<file path="src/rtl/mem_responder_pkg.sv">
// Shared types and lane helpers for the memory responder and its SRAM.
// Latency: n/a (types and pure functions only).
// Backpressure: n/a.
package mem_responder_pkg;

    typedef enum logic [1:0] {
        MS_B = 2'd0,
        MS_H = 2'd1,
        MS_W = 2'd2
    } mem_size_t;

    typedef enum logic [1:0] {
        IDLE   = 2'd0,
        WAITST = 2'd1,
        ACCESS = 2'd2,
        RESP   = 2'd3
    } rsp_state_t;

    // Halves must sit on even bytes, words on word boundaries; size 2'b11 is never legal.
    function automatic logic misaligned(input logic [1:0] off, input mem_size_t size);
        case (size)
            MS_B:    misaligned = 1'b0;
            MS_H:    misaligned = off[0];
            MS_W:    misaligned = (off != 2'b00);
            default: misaligned = 1'b1;
        endcase
    endfunction

    function automatic logic [3:0] byte_en(input logic [1:0] off, input mem_size_t size);
        case (size)
            MS_B:    byte_en = 4'b0001 << off;
            MS_H:    byte_en = 4'b0011 << off;
            MS_W:    byte_en = 4'b1111;
            default: byte_en = 4'b0000;
        endcase
    endfunction

    // Right-aligned store data replicated so every lane carries it; byte enables pick the lane.
    function automatic logic [31:0] store_lanes(input logic [31:0] wdata, input mem_size_t size);
        case (size)
            MS_B:    store_lanes = {4{wdata[7:0]}};
            MS_H:    store_lanes = {2{wdata[15:0]}};
            default: store_lanes = wdata;
        endcase
    endfunction

    // Pull the addressed byte/half out of the SRAM word and sign- or zero-extend it.
    function automatic logic [31:0] lane_extract(input logic [31:0] rdata, input logic [1:0] off,
                                                 input mem_size_t size, input logic uns);
        logic [7:0]  b;
        logic [15:0] h;
        case (off)
            2'd0:    b = rdata[7:0];
            2'd1:    b = rdata[15:8];
            2'd2:    b = rdata[23:16];
            default: b = rdata[31:24];
        endcase
        h = off[1] ? rdata[31:16] : rdata[15:0];
        case (size)
            MS_B:    lane_extract = uns ? {24'h0, b} : {{24{b[7]}}, b};
            MS_H:    lane_extract = uns ? {16'h0, h} : {{16{h[15]}}, h};
            default: lane_extract = rdata;
        endcase
    endfunction

endpackage

</file>
<file path="src/rtl/mem_responder_if.sv">
// Core request/response and SRAM port bundle for the memory responder.
// Latency: n/a (wires only).
// Backpressure: core holds req_rden/req_wren until the done pulse.
interface mem_responder_if #(
    parameter int AW = 12
);
    import mem_responder_pkg::*;

    logic            req_rden;
    logic            req_wren;
    logic [31:0]     req_addr;
    mem_size_t       req_size;
    logic            req_unsigned;
    logic [31:0]     req_wdata;
    logic            done;
    logic [31:0]     rdata;
    logic            err;

    logic            sram_en;
    logic            sram_we;
    logic [AW-1:0]   sram_addr;
    logic [3:0]      sram_be;
    logic [31:0]     sram_wdata;
    logic [31:0]     sram_rdata;

    modport master (
        output req_rden, req_wren, req_addr, req_size, req_unsigned, req_wdata,
        input  done, rdata, err
    );

    modport slave (
        input  req_rden, req_wren, req_addr, req_size, req_unsigned, req_wdata, sram_rdata,
        output done, rdata, err, sram_en, sram_we, sram_addr, sram_be, sram_wdata
    );

    modport mem (
        input  sram_en, sram_we, sram_addr, sram_be, sram_wdata,
        output sram_rdata
    );

endinterface

</file>
<file path="src/rtl/mem_responder.sv">
// Turns held core load/store requests into one SRAM access and a done pulse; MEMRESP_WAIT_EN adds WAIT wait states.
// Latency: done WAIT+2 cycles after the request is seen in IDLE (2 cycles when MEMRESP_WAIT_EN is undefined).
// Backpressure: one request in flight; the core holds its request level until done, next sample is the cycle after done.
module mem_responder
    import mem_responder_pkg::*;
#(
    parameter int AW   = 12,
    parameter int WAIT = 2
) (
    input  logic           clk,
    input  logic           rst,
    mem_responder_if.slave bus
);

    if (WAIT < 0 || WAIT > 15 || AW < 1 || AW > 29) begin : g_param_chk
        $error("mem_responder: WAIT must be 0..15 and AW 1..29");
    end

    rsp_state_t    state_q, state_d;
    logic [AW+1:0] addr_q;
    mem_size_t     size_q;
    logic          uns_q;
    logic          wr_q;
    logic          err_q;
    logic [31:0]   wdata_q;

    logic          req_any;
    logic          req_bad;
    logic          done_c;
    logic          en_c;
    logic          we_c;

`ifdef MEMRESP_WAIT_EN
    localparam logic [3:0] WAIT_LD = 4'(WAIT);
    logic [3:0] cnt_q, cnt_d;
`endif

    assign req_any = bus.req_rden | bus.req_wren;
    // Faulting requests still walk the full state sequence so timing never depends on the address.
    assign req_bad = misaligned(bus.req_addr[1:0], bus.req_size)
                   | (|bus.req_addr[31:AW+2])
                   | (bus.req_rden & bus.req_wren);

    // Capture the whole request when IDLE accepts it
    always_ff @(posedge clk) begin
        if (rst) begin
            addr_q  <= '0;
            size_q  <= MS_B;
            uns_q   <= 1'b0;
            wr_q    <= 1'b0;
            err_q   <= 1'b0;
            wdata_q <= '0;
        end else if (state_q == IDLE && req_any) begin
            addr_q  <= bus.req_addr[AW+1:0];
            size_q  <= bus.req_size;
            uns_q   <= bus.req_unsigned;
            wr_q    <= bus.req_wren;
            err_q   <= req_bad;
            wdata_q <= bus.req_wdata;
        end
    end

    // State and wait counter registers
    always_ff @(posedge clk) begin
        if (rst) begin
            state_q <= IDLE;
`ifdef MEMRESP_WAIT_EN
            cnt_q   <= '0;
`endif
        end else begin
            state_q <= state_d;
`ifdef MEMRESP_WAIT_EN
            cnt_q   <= cnt_d;
`endif
        end
    end

    // Next state and per-state strobes; strobes are masked during reset so an aborted write never lands
    always_comb begin
        state_d = state_q;
`ifdef MEMRESP_WAIT_EN
        cnt_d   = cnt_q;
`endif
        done_c  = 1'b0;
        en_c    = 1'b0;
        we_c    = 1'b0;
        case (state_q)
            IDLE: begin
                if (req_any) begin
`ifdef MEMRESP_WAIT_EN
                    if (WAIT_LD != 4'd0) begin
                        state_d = WAITST;
                        cnt_d   = WAIT_LD;
                    end else begin
                        state_d = ACCESS;
                    end
`else
                    state_d = ACCESS;
`endif
                end
            end
            WAITST: begin
`ifdef MEMRESP_WAIT_EN
                cnt_d = cnt_q - 4'd1;
                if (cnt_q == 4'd1) begin
                    state_d = ACCESS;
                end
`else
                state_d = IDLE;
`endif
            end
            ACCESS: begin
                en_c    = ~err_q;
                we_c    = ~err_q & wr_q;
                state_d = RESP;
            end
            RESP: begin
                done_c  = 1'b1;
                state_d = IDLE;
            end
            default: state_d = IDLE;
        endcase
        if (rst) begin
            done_c = 1'b0;
            en_c   = 1'b0;
            we_c   = 1'b0;
        end
    end

    assign bus.done       = done_c;
    assign bus.err        = done_c & err_q;
    assign bus.rdata      = (done_c && !err_q && !wr_q)
                          ? lane_extract(bus.sram_rdata, addr_q[1:0], size_q, uns_q) : '0;
    assign bus.sram_en    = en_c;
    assign bus.sram_we    = we_c;
    assign bus.sram_addr  = addr_q[AW+1:2];
    assign bus.sram_be    = byte_en(addr_q[1:0], size_q);
    assign bus.sram_wdata = store_lanes(wdata_q, size_q);

endmodule

</file>
<file path="src/flat_wrapper.sv">
// flat-port wrapper written by rule: the top's interface ports become plain ports
module mem_responder_flat import mem_responder_pkg::*;
#(
    parameter int AW   = 12,
    parameter int WAIT = 2
)
  (clk, rst, bus_req_rden, bus_req_wren, bus_req_addr, bus_req_size, bus_req_unsigned, bus_req_wdata, bus_sram_rdata, bus_done, bus_rdata, bus_err, bus_sram_en, bus_sram_we, bus_sram_addr, bus_sram_be, bus_sram_wdata);
  mem_responder_if #(.AW(AW)) bus_i ();
  input  logic clk;
  input  logic rst;
  input wire logic [$bits(bus_i.req_rden)-1:0] bus_req_rden;
  input wire logic [$bits(bus_i.req_wren)-1:0] bus_req_wren;
  input wire logic [$bits(bus_i.req_addr)-1:0] bus_req_addr;
  input wire logic [$bits(bus_i.req_size)-1:0] bus_req_size;
  input wire logic [$bits(bus_i.req_unsigned)-1:0] bus_req_unsigned;
  input wire logic [$bits(bus_i.req_wdata)-1:0] bus_req_wdata;
  input wire logic [$bits(bus_i.sram_rdata)-1:0] bus_sram_rdata;
  output wire logic [$bits(bus_i.done)-1:0] bus_done;
  output wire logic [$bits(bus_i.rdata)-1:0] bus_rdata;
  output wire logic [$bits(bus_i.err)-1:0] bus_err;
  output wire logic [$bits(bus_i.sram_en)-1:0] bus_sram_en;
  output wire logic [$bits(bus_i.sram_we)-1:0] bus_sram_we;
  output wire logic [$bits(bus_i.sram_addr)-1:0] bus_sram_addr;
  output wire logic [$bits(bus_i.sram_be)-1:0] bus_sram_be;
  output wire logic [$bits(bus_i.sram_wdata)-1:0] bus_sram_wdata;
  assign bus_i.req_rden = bus_req_rden;
  assign bus_i.req_wren = bus_req_wren;
  assign bus_i.req_addr = bus_req_addr;
  assign bus_i.req_size = bus_req_size;
  assign bus_i.req_unsigned = bus_req_unsigned;
  assign bus_i.req_wdata = bus_req_wdata;
  assign bus_i.sram_rdata = bus_sram_rdata;
  assign bus_done = bus_i.done;
  assign bus_rdata = bus_i.rdata;
  assign bus_err = bus_i.err;
  assign bus_sram_en = bus_i.sram_en;
  assign bus_sram_we = bus_i.sram_we;
  assign bus_sram_addr = bus_i.sram_addr;
  assign bus_sram_be = bus_i.sram_be;
  assign bus_sram_wdata = bus_i.sram_wdata;
  mem_responder #(.AW(AW), .WAIT(WAIT)) u_core (.clk(clk), .rst(rst), .bus(bus_i));
endmodule
</file>
<file path="config.mk">
export PLATFORM = sky130hd
export DESIGN_NAME = mem_responder_flat
export DESIGN_NICKNAME = d
export VERILOG_FILES = /design/src/rtl/mem_responder_pkg.sv /design/src/rtl/mem_responder_if.sv /design/src/rtl/mem_responder.sv /design/src/flat_wrapper.sv
export SDC_FILE = /design/constraint.sdc
export NUM_CORES = 1
export LEC_CHECK = 0
export CORE_ASPECT_RATIO = 0.75
export CORE_UTILIZATION = 42
export DETAILED_ROUTE_END_ITERATION = 8
export PLACE_DENSITY = 0.87
export SETUP_SLACK_MARGIN = 0.1
export SLEW_MARGIN = 25
export SYNTH_ARGS = -nofsm -noshare
export SYNTH_HDL_FRONTEND = slang
export SYNTH_SLANG_ARGS = --single-unit
</file>
<file path="constraint.sdc">
create_clock -name clk -period 3.3 [get_ports clk]
set_input_delay 0.66 -clock clk [delete_from_list [all_inputs] [get_ports clk]]
set_output_delay 0.66 -clock clk [all_outputs]
set_load 0.02 [all_outputs]
</file>
==> flow_summary.yaml, run 1 <==
critical_path:
  cp.arrival_ps: 2530
  worst-setup-path-type: "in2out"
  crit_family: "buffers and inverters"
  cp.buffers_inverters: 3
  worstPathRequired_ps: 2640
  largest_incremental_delay_on_the_critical_path_ps: 530
  timing.critical_path.to_type: "output pin"
  timing.critical_path.slowest_stage_cell: "sky130_fd_sc_hd__clkdlybuf4s50_1"
  critical_path.cell_chain: "clkdlybuf4s50_1 > mux2i_1 > buf_4 > nand2_1 > o2111a_2 > a21o_1 > clkdlybuf4s50_1"
  critPathMaxFanout: 3
  most_prevalent_standard_cell_on_the_critical_path: "sky130_fd_sc_hd__clkdlybuf4s50_1"
  start_kind: "input port"
place:
  number_of_instances_in_the_placed_design: 698
  place.detailed.hpwl_mm: 8.201
  place.gp.congestion: 0.9513
  post-place-ws_ps: -99.98
  placement.io_buffers: 186
  placement.cell_area_um2: 5117
layout:
  fraction_of_layout_instances_using_a_drive_strength_above_1_pct: 9.091
  finalInstanceArea_um2: 5230
  final_net_count: 707
  syn_to_final_growth_pct: 57.56
  finish.utilization_pct: 69.74
  mostFrequentLayoutCell: "sky130_fd_sc_hd__clkdlybuf4s50_1"
  layout.cells.most_common_list: "sky130_fd_sc_hd__clkdlybuf4s50_1, sky130_fd_sc_hd__nand2_1, sky130_fd_sc_hd__a21oi_1"
  diodes: 0
  final-instance-count-excl-fill: 706
yosys:
  synth_cell_types: 38
  yosysWarningCount: 0
  synth_seq_area_share_pct: 31.96
  async_flop_share_pct: 0
  post_synth_instance_area_um2: 3319
  number_of_enable_type_register_cells_in_the_synthesized_netlist: 0
  synth.net_count: 554
  ys.flop_type: "sky130_fd_sc_hd__dfxtp_1"
  postSynthAreaPerCell_um2: 7.360
  syn-instance-count: 451
  postSynthRegisterBits: 53
sta:
  setup_ws_ps: 107.2
  min_period_over_period_pct: 96.75
  finalHoldViolCount: 0
  worst_hold_slack_ps: 461.0
  largest_clock_skew_in_the_final_design_ps: 12.70
  finalCriticalPeriod_ps: 3193
  timing_worst_slew_pin_value_ps: 539.2
  setup_tns_ps: 0
  fmax_mhz: 313.2
  slew_violations: 0
  finalSetupViolations: 0
  timing.slew.headroom_pct: 64.05
  rsz0062_at_grt: "no"
die:
  placeableCoreArea_um2: 7500
  boundaryPins: 187
  rows: 27
  die-area_um2: 8267
  chipHeight_um: 78.99
  width_of_the_die_um: 104.7
  start_util_pct: 44.26
clock_network:
  clock_tree.buffer_depth: 2
  library_cell_used_as_clock_root_buffer: "sky130_fd_sc_hd__clkbuf_8"
  cts_sinks: 53
  cts_hold_buf: 0
  clkLatencyLatePin_ps: 300
  clock_tree.htree_level_count: 2
  cts-buffers-inserted: 5
  cts_tree: "built"
  clk_transition_reported_paths_ps: 100
route:
  drt_iter0_markers: 226
  final_antenna_net_count: 0
  post-route-drc-count: 0
  detailedRoute.firstPassIterationCount: 5
  viasPerCell: 5.344
  routed_wire_length_per_instance_um: 15.63
  postRouteWirelength_mm: 11.04
  dr_total_vias: 3773
global_route:
  grtUsageTotal_pct: 26.17
  grt_pass1_wl_mm: 17.65
  via_count_of_the_first_global_routing_pass: 3639
  grt_start_max_net_pins: 53
  grt.overflow.total: 0
  antenna_found_initial: 0
pwr:
  vdd_ir_drop_max_mv: 0.2627
  power.density_nw_per_um2: 339.0
  finalPower_mw: 1.773
  static_power_due_to_leakage_nw: 2.325
run_status:
  status: "finished, final reports clean"
min_path:
  hold_class: "reg2reg"
flow_run:
  drv_cap: 0
-- Yosys cell counts (all sizes together), types with 2 or more instances --
master  count  area share (%)
a311oi      2            0.72
o21a        2            0.45
and2        2            0.38
nor2b       3            0.57
clkbuf     18             2.0
nor4        4            0.75
nor3        3            0.60
buf        39             8.2
o22ai       8             1.5
o21ai      27             4.1
nor2       19             2.6
mux2i      18             5.4
a221oi     15             4.0
dfxtp      53              32
inv         9             1.0
a21o       16             3.6
a21oi      60             9.0
mux2       17             5.8
nand2     124              14
-- path summary, 6_finish.rpt --
| kind | slack [ps] | from | endpoint | depth (start not counted) |
|---|---|---|---|---|
| setup reg to reg | 1610 | u_core.state_q[0] | u_core.addr_q[8] | 5 |
| hold / removal | 460 | u_core.addr_q[7] | u_core.addr_q[7] | 2 |
| setup / recovery | 110 | bus_sram_rdata[23] | bus_rdata[30] | 7 |
| hold reg to reg | 460 | u_core.addr_q[7] | u_core.addr_q[7] | 2 |
-- cells by family after synthesis --
group / after synthesis / share of synthesized area (%)
DFF: 53 / 31.96
muxes: 35 / 11.19
and+or+nand+nor: 162 / 20.92
AOI/OAI and AO/OA: 135 / 24.69
buffers and inverters: 66 / 11.23
-- sequential cells by signal, indices dropped and copies added, names as in the netlist --
register,cells
u_core.wdata_q,32
u_core.state_q,2
u_core.err_q,1
u_core.addr_q,14
u_core.size_q,2
u_core.uns_q,1
u_core.wr_q,1
-- routing by layer --
metal	vias to the layer above	part of all wire (%)	global-route usage (%)
li1	1844	-	-
met1	1749	42	31.22
met2	168	49	48.15
met3	12	7.4	6.650
met4	0	1.1	4.507
met5	-	0	0
-- report_power, final --
part	switching, mW	total [mW]	internal, mW
Sequential	0.0500	0.739	0.689
Clock	0.224	0.397	0.173
Combinational	0.316	0.637	0.321
-- worst register-to-register path, delay by kind of cell, from the launching register on --
family / cells / cell delay, ps
and+or+nand+nor: 2 / 390
AOI/OAI and AO/OA: 2 / 610
DFF: 1 / 370
buffers and inverters: 1 / 240
-- timing repair --
action                                  in CTS  in global routing
resized for setup                           26                 10
pin swaps                                    1                  0
setup buffers                                0                  0
endpoints found under the setup margin      25                 10
-- area by class of cell --
| class | instances | area (um^2) |
|---|---|---|
| Fill cell | 638 | 2270 |
| Timing Repair Buffer | 203 | 1986 |
| Multi-Input combinational cell | 332 | 1921 |
| Sequential cell | 53 | 1065 |
| Tap cell | 101 | 126.4 |
| Clock buffer | 6 | 82.58 |
| Inverter | 9 | 33.78 |
| Clock inverter | 2 | 16.27 |
(Power assumes the default switching activity.)
==> run 2: changes to the inputs <==
- HOLD_SLACK_MARGIN: not set -> 0.1
==> results of run 2 <==
Same layout as run 1: the final DEF is identical, and so are final timing and power.
